[config.mk]
export PLATFORM = sky130hd
export DESIGN_NAME = lpddr2_bridge
export DESIGN_NICKNAME = d
export VERILOG_FILES = /design/src/rtl/lpddr2_bridge.sv
export SDC_FILE = /design/constraint.sdc
export NUM_CORES = 1
export LEC_CHECK = 0
export CORE_ASPECT_RATIO = 1.25
export CORE_UTILIZATION = 40
export DETAILED_ROUTE_END_ITERATION = 8
export PLACE_DENSITY = 0.8
export SYNTH_ARGS = -nofsm -noshare
export SYNTH_HDL_FRONTEND = slang
export SYNTH_SLANG_ARGS = --single-unit
export TNS_END_PERCENT = 10
[constraint.sdc]
create_clock -name clk -period 3.9 [get_ports clk]
set_input_delay 0.78 -clock clk [delete_from_list [all_inputs] [get_ports clk]]
set_output_delay 0.78 -clock clk [all_outputs]
set_load 0.005 [all_outputs]
[src/rtl/lpddr2_bridge.sv]
// lpddr2_bridge: single-word CPU load/store bridge onto an LPDDR2 controller Avalon port.
// Optional controller-wait watchdog is built in when LPDDR2_TIMEOUT_EN is defined.
module lpddr2_bridge #(
   parameter int TIMEOUT_CYCLES = 1023
) (
   input  logic        clk,
   input  logic        rst,
   input  logic [26:0] address,
   input  logic [31:0] write_data,
   input  logic        read_req,
   input  logic        write_req,
   output logic [31:0] read_data,
   output logic        done,
   output logic        busy,
   input  logic        local_init_done,
   input  logic        avl_ready,
   output logic [26:0] avl_addr,
   output logic [31:0] avl_wdata,
   output logic [3:0]  avl_be,
   output logic [2:0]  avl_size,
   output logic        avl_burstbegin,
   output logic        avl_read_req,
   output logic        avl_write_req,
   input  logic [31:0] avl_rdata,
   input  logic        avl_rdata_valid,
   output logic        timeout_err
);

   typedef enum logic [2:0] {INIT, IDLE, RD_ISSUE, RD_WAIT, WR_ISSUE, DONE} state_t;

   state_t      state_reg;
   logic        armed_reg;
   logic        busy_reg;
   logic        done_reg;
   logic        burst_reg;
   logic        rd_strobe_reg;
   logic        wr_strobe_reg;
   logic [26:0] addr_reg;
   logic [31:0] wdata_reg;
   logic [31:0] rdata_reg;
   logic        tmo_hit;

   if (TIMEOUT_CYCLES < 1) begin : g_bad_cfg
      $error("lpddr2_bridge: TIMEOUT_CYCLES must be at least 1");
   end

`ifdef LPDDR2_TIMEOUT_EN
   localparam int CW = $clog2(TIMEOUT_CYCLES + 1);
   logic [CW-1:0] tmo_cnt_reg;
   logic          timeout_err_reg;

   // Fires only on the last allowed cycle when the controller has still not responded.
   assign tmo_hit = (tmo_cnt_reg == CW'(TIMEOUT_CYCLES - 1)) &&
                    (((state_reg == RD_ISSUE || state_reg == WR_ISSUE) && !avl_ready) ||
                     (state_reg == RD_WAIT && !avl_rdata_valid));

   always_ff @(posedge clk or posedge rst) begin
      if (rst) begin
         tmo_cnt_reg     <= '0;
         timeout_err_reg <= 1'b0;
      end else begin
         if (state_reg == RD_ISSUE || state_reg == RD_WAIT || state_reg == WR_ISSUE)
            tmo_cnt_reg <= tmo_cnt_reg + 1'b1;
         else
            tmo_cnt_reg <= '0;
         if (tmo_hit)
            timeout_err_reg <= 1'b1;
      end
   end

   assign timeout_err = timeout_err_reg;
`else
   assign tmo_hit     = 1'b0;
   assign timeout_err = 1'b0;
`endif

   always_ff @(posedge clk or posedge rst) begin
      if (rst) begin
         state_reg     <= INIT;
         armed_reg     <= 1'b0;
         busy_reg      <= 1'b1;
         done_reg      <= 1'b0;
         burst_reg     <= 1'b0;
         rd_strobe_reg <= 1'b0;
         wr_strobe_reg <= 1'b0;
         addr_reg      <= '0;
         wdata_reg     <= '0;
         rdata_reg     <= '0;
      end else begin
         done_reg  <= 1'b0;
         burst_reg <= 1'b0;
         case (state_reg)
            INIT: begin
               // Requests held off during calibration are served once it completes.
               if (local_init_done) begin
                  state_reg <= IDLE;
                  busy_reg  <= 1'b0;
                  armed_reg <= 1'b1;
               end
            end
            IDLE: begin
               if (!read_req && !write_req) begin
                  armed_reg <= 1'b1;
               end else if (armed_reg) begin
                  armed_reg <= 1'b0;
                  busy_reg  <= 1'b1;
                  burst_reg <= 1'b1;
                  addr_reg  <= address;
                  wdata_reg <= write_data;
                  if (write_req) begin
                     state_reg     <= WR_ISSUE;
                     wr_strobe_reg <= 1'b1;
                  end else begin
                     state_reg     <= RD_ISSUE;
                     rd_strobe_reg <= 1'b1;
                  end
               end
            end
            RD_ISSUE: begin
               if (avl_ready) begin
                  rd_strobe_reg <= 1'b0;
                  state_reg     <= RD_WAIT;
               end else if (tmo_hit) begin
                  rd_strobe_reg <= 1'b0;
                  rdata_reg     <= 32'hDEADBEEF;
                  done_reg      <= 1'b1;
                  state_reg     <= DONE;
               end
            end
            RD_WAIT: begin
               if (avl_rdata_valid) begin
                  rdata_reg <= avl_rdata;
                  done_reg  <= 1'b1;
                  state_reg <= DONE;
               end else if (tmo_hit) begin
                  rdata_reg <= 32'hDEADBEEF;
                  done_reg  <= 1'b1;
                  state_reg <= DONE;
               end
            end
            WR_ISSUE: begin
               if (avl_ready || tmo_hit) begin
                  wr_strobe_reg <= 1'b0;
                  done_reg      <= 1'b1;
                  state_reg     <= DONE;
               end
            end
            DONE: begin
               busy_reg  <= 1'b0;
               state_reg <= IDLE;
            end
            default: state_reg <= INIT;
         endcase
      end
   end

   assign read_data      = rdata_reg;
   assign done           = done_reg;
   assign busy           = busy_reg;
   assign avl_addr       = addr_reg;
   assign avl_wdata      = wdata_reg;
   assign avl_be         = 4'hF;
   assign avl_size       = 3'd1;
   assign avl_burstbegin = burst_reg;
   assign avl_read_req   = rd_strobe_reg;
   assign avl_write_req  = wr_strobe_reg;

endmodule

# ---- After elaboration in Yosys (flattened, before gate mapping)
# Cells that the tools add are included.
dict set report word_totals {
  register_bits 100
  input_bits 98
  output_inout_bits 104
}
dict set report classes {
  eq_ne 13
  mux 30
  n_bitwise 1
  n_reduce_logical 15
}
# op count
set op_table {}
lappend op_table {{2-to-1 mux 3 bit} 7}
lappend op_table {{one-hot mux 3 bit (6 select lines)} 1}
lappend op_table {{2-to-1 mux 1 bit} 17}
lappend op_table {{!= test 2 bit (second input constant)} 8}
lappend op_table {{AND reduction 5 bit} 2}
lappend op_table {{one-hot mux 1 bit (2 select lines)} 4}
lappend op_table {{== test 3 x 2 -> 1 bit (second input constant)} 2}
lappend op_table {{== test 3 bit (second input constant)} 2}
lappend op_table {{AND reduction 6 bit} 1}
lappend op_table {{nonzero test 2 bit} 3}
lappend op_table {{AND reduction 2 bit} 2}
lappend op_table {{AND reduction 4 bit} 1}
lappend op_table {{== test 3 x 1 -> 1 bit (second input constant)} 1}
lappend op_table {{logical NOT 3 bit} 1}
lappend op_table {{one-hot mux 1 bit (3 select lines)} 1}
lappend op_table {{AND reduction 3 bit} 1}
lappend op_table {{nonzero test 3 bit} 1}
lappend op_table {{logical NOT 1 bit} 2}
lappend op_table {{logical AND 1 bit} 1}
lappend op_table {{inverter 1 bit} 1}

# ---- Longest topological paths before layout
dict set report logic_depth {
  depth_word 4
  ltp_mapped 6
}

# ---- Least setup slack after synthesis
# No wires, ideal clock.
dict set report synth_path {
  path_type {input to register}
  startpoint {input port write_req}
  endpoint {register addr_reg[0], in the netlist avl_addr[0]}
  arrival_ns 1.618
  path_slack_ns 2.157
  path_stages 5
  cell_sequence {o21a_1 nand3_2 inv_4 buf_6 mux2_2}
}
dict set report synth_via {
  elab_chain_len 4
}
# item line
set synth_lines {}
lappend synth_lines {{start, declared} 11} ;# input logic write_req,
lappend synth_lines {{logical NOT 1 bit} 102} ;# if (!read_req && !write_req) begin
lappend synth_lines {{logical AND 1 bit} 102}
lappend synth_lines {{inverter 1 bit (no line)} -}
lappend synth_lines {{AND reduction 3 bit (no line)} -}
lappend synth_lines {{end signal, assigned} 108} ;# addr_reg <= address;
lappend synth_lines {{end, declared} 38} ;# logic [26:0] addr_reg;
# Every way passes these cells.
# A chain may end at the register's enable or synchronous reset.

# ---- Worst setup path in the final report
dict set report layout_path {
  startpoint {input port write_req}
  endpoint {register addr_reg[6], in the netlist avl_addr[6]}
}
# The elaborated chain is that of the path after synthesis.

==> qor.yml <==
run_status:
  status: "finished, final reports clean"
floorplan:
  die_y_um: 114
  start_util: 0.417
  die_area_sq_um: 10500
  die_x_um: 92.0
  rows: 40
  num_io_pins: 202
  core_region_area_sq_um: 9710
timing:
  fmax_ghz: 0.404
  period_needed_ns: 2.47
  period_share: 0.634
  worst_slack_ns: 1.43
  hold_viol: 0
  clock_skew_ns: 0.00747
  final-max-slew-violation-count: 0
  setup_violations: 0
  finalSetupTns_ns: 0
  hold_slack_ns: 0.505
  worst_slew_pin_slew_ns: 0.750
  rsz0062_at_grt: "false"
  relSlewSlack: 0.500
clock_tree:
  clock_tree.root_cell: "clkbuf_16"
  cts.sinks: 100
  cts_made_buffers: 9
  postCtsSetupRepairBufs: 0
  htree_num_levels: 3
  clk_transition_reported_paths_ns: 0.06
  postCtsHoldBufs: 0
  tritoncts: "built"
  clk_latency_ns: 0.33
  postCtsResizedCells: 0
  clockBufferDepth: 2
final_layout:
  final_cells: 570
  syn2layout_area_growth_pct: 55.1
  seqCellArea_sq_um: 2500
  diodes: 0
  drive_gt1_frac: 0.259
  fillerInstances: 733
  multi_input_area_sq_um: 1370
  post-route-util: 0.646
  final_nets: 537
routing:
  drt_iter0_drc: 73
  firstDrtPassIters: 4
  wl_per_cell_um: 15.9
  ant_nets: 0
  vias: 2663
  via_per_inst: 4.67
  routed_wl_um: 9090
  drcViolationCount: 0
setup_path:
  cp_cell_sequence: "clkdlybuf4s50_1 -> o21a_1 -> nand3_2 -> inv_4 -> mux2_2"
  cp.arrival_ns: 2.69
  slowest_stage: "clkdlybuf4s50_1"
  crit_type: "input pin to flip-flop"
  cp_data_required_time_ns: 4.11
  crit_path_max_incr_delay_ns: 0.55
  cp-start-kind: "input pin"
  crit_fanout: 61
  cp-end-kind: "flip-flop"
grt:
  track_usage: 0.181
  grt_pass1_wl_um: 14600
  overflow: 0
  grt_max_degree: 62
  grt_pass1_vias: 2826
  grt_antenna_before_repair: 0
yosys:
  synth-edff-count: 0
  synth_cell_types: 28
  synth_largest_area_cell: "dfrtp_1"
  synth-warning-count: 0
  synth_ff_type: "dfrtp_1"
  synthSimpleGateAreaFrac: 0.0275
  ys_seq_area_frac: 0.619
  synthCells: 247
  yosys.area.top_type_share: 0.612
  synth_seq_cells: 100
  synth_compound_area_frac: 0.0235
  async_flop_share: 1.00
  synthTopCellsByArea: "dfrtp_1 (61%), mux2_2 (17%), mux2_4 (11%)"
  synth_xor_xnor_area_share: 0
  syn-mean-instance-area_sq_um: 16.4
  synthAdderAreaFrac: 0
  synthMuxAreaShare: 0.280
  synth_top_family_by_area: "multiplexers"
  netlist_area_sq_um: 4050
power:
  power_density_nw_per_um2: 775
  p_int_w: 0.00359
  leakagePower_nw: 2.71
  swShare: 0.263
  clockPowerShare: 0.170
  power_frac_seq: 0.384
  combPwrFrac: 0.446
  p_switching_w: 0.00128
  ir_drop_mv: 0.623
place:
  place_congestion: 0.802
  portBuffers: 193
  pre_cts_ws_ns: 1.06
  dp_hpwl_um: 6720
  placed_cells: 554
min_path:
  hold_class: "flip-flop to flip-flop"
job:
  cap_violations: 0
[routing by layer]
metal,GRT usage,part of all wire,wire (um),up-vias
li1,-,-,-,1229
met4,0.0781,0.016,146,0
met5,0,0,0,-
met1,0.211,0.38,3410,1319
met2,0.323,0.55,4970,104
met3,0.0378,0.061,559,11
[final cells by class]
class | instances | share of cell area
well taps | 126 | 0.0251
inverters | 3 | 0.00259
repair buffers | 195 | 0.310
clock buffers | 13 | 0.0415
flip-flops and latches | 100 | 0.399
clock inverters | 3 | 0.00339
multi-input cells | 130 | 0.218
[metrics by stage]
stage               instance area, sq um  power [W]
floorplan                           4070    0.00286
global placement                    5990    0.00401
detailed placement                  5990    0.00408
CTS                                 6280    0.00493
global route                        6280    0.00517
finish                              6280    0.00487
[final timing paths]
check | start | to | slack, ns | cells past startpoint
setup / recovery | write_req | avl_addr[6] | 1.43 | 5
hold / removal | avl_addr[16] | avl_addr[16] | 0.50 | 1
setup reg to reg | state_reg[1] | avl_addr[6] | 1.87 | 4
hold reg to reg | avl_addr[16] | avl_addr[16] | 0.50 | 1
max in group asynchronous | rst | busy | 2.19 | 3
min in group asynchronous | rst | avl_wdata[10] | 0.89 | 2
[cell usage in the layout, fill, tap and decap left out, types with 2 or more instances in the layout]
| cell type | instances |
|---|---|
| a21oi_1 | 6 |
| clkbuf_1 | 2 |
| clkbuf_16 | 9 |
| buf_4 | 2 |
| nand2b_1 | 3 |
| dfrtp_1 | 99 |
| o21ai_0 | 4 |
| conb_1 | 8 |
| mux2_2 | 62 |
| clkdlybuf4s50_1 | 193 |
| nor2_1 | 2 |
| clkbuf_8 | 2 |
| mux2_4 | 29 |
| o22ai_1 | 2 |
| inv_4 | 2 |
| nand2b_4 | 2 |
[synthesized netlist by cell type (2+ instances only)]
library cell and n:
dfrtp_1 99, mux2_2 62, mux2_4 29, buf_6 10, buf_4 8, a21oi_1 6, o21ai_0 4, nand2b_1 3
buf_2 2, conb_1 2, inv_1 2, nand2b_4 2, nor2_1 2, o22ai_1 2
[critical path, delay by kind of cell]
family / cells / cell delay, ns
AND/OR/NAND/NOR: 1 / 0.14
AO/OA/AOI/OAI: 1 / 0.19
multiplexers: 1 / 0.41
buffers and inverters: 2 / 1.10
[cells by family (layout without fill, tap and decap cells)]
logic type | after synthesis | after routing
compound gates | 16 | 16
mux | 91 | 91
simple gates | 15 | 15
flops | 100 | 100
other cells | 2 | 8
buf+inv | 23 | 214
[power groups by stage]
stage | clock network (W) | logic [W] | registers [W]
6_report | 0.000826 | 0.00217 | 0.00187
5_1_grt | 0.000898 | 0.00233 | 0.00194
4_1_cts | 0.000847 | 0.00221 | 0.00187
3_5_place_dp | 0 | 0.00221 | 0.00188
3_3_place_gp | 0 | 0.00216 | 0.00185
2_1_floorplan | 0 | 0.000981 | 0.00188
Power figures use the tool's default switching activity.
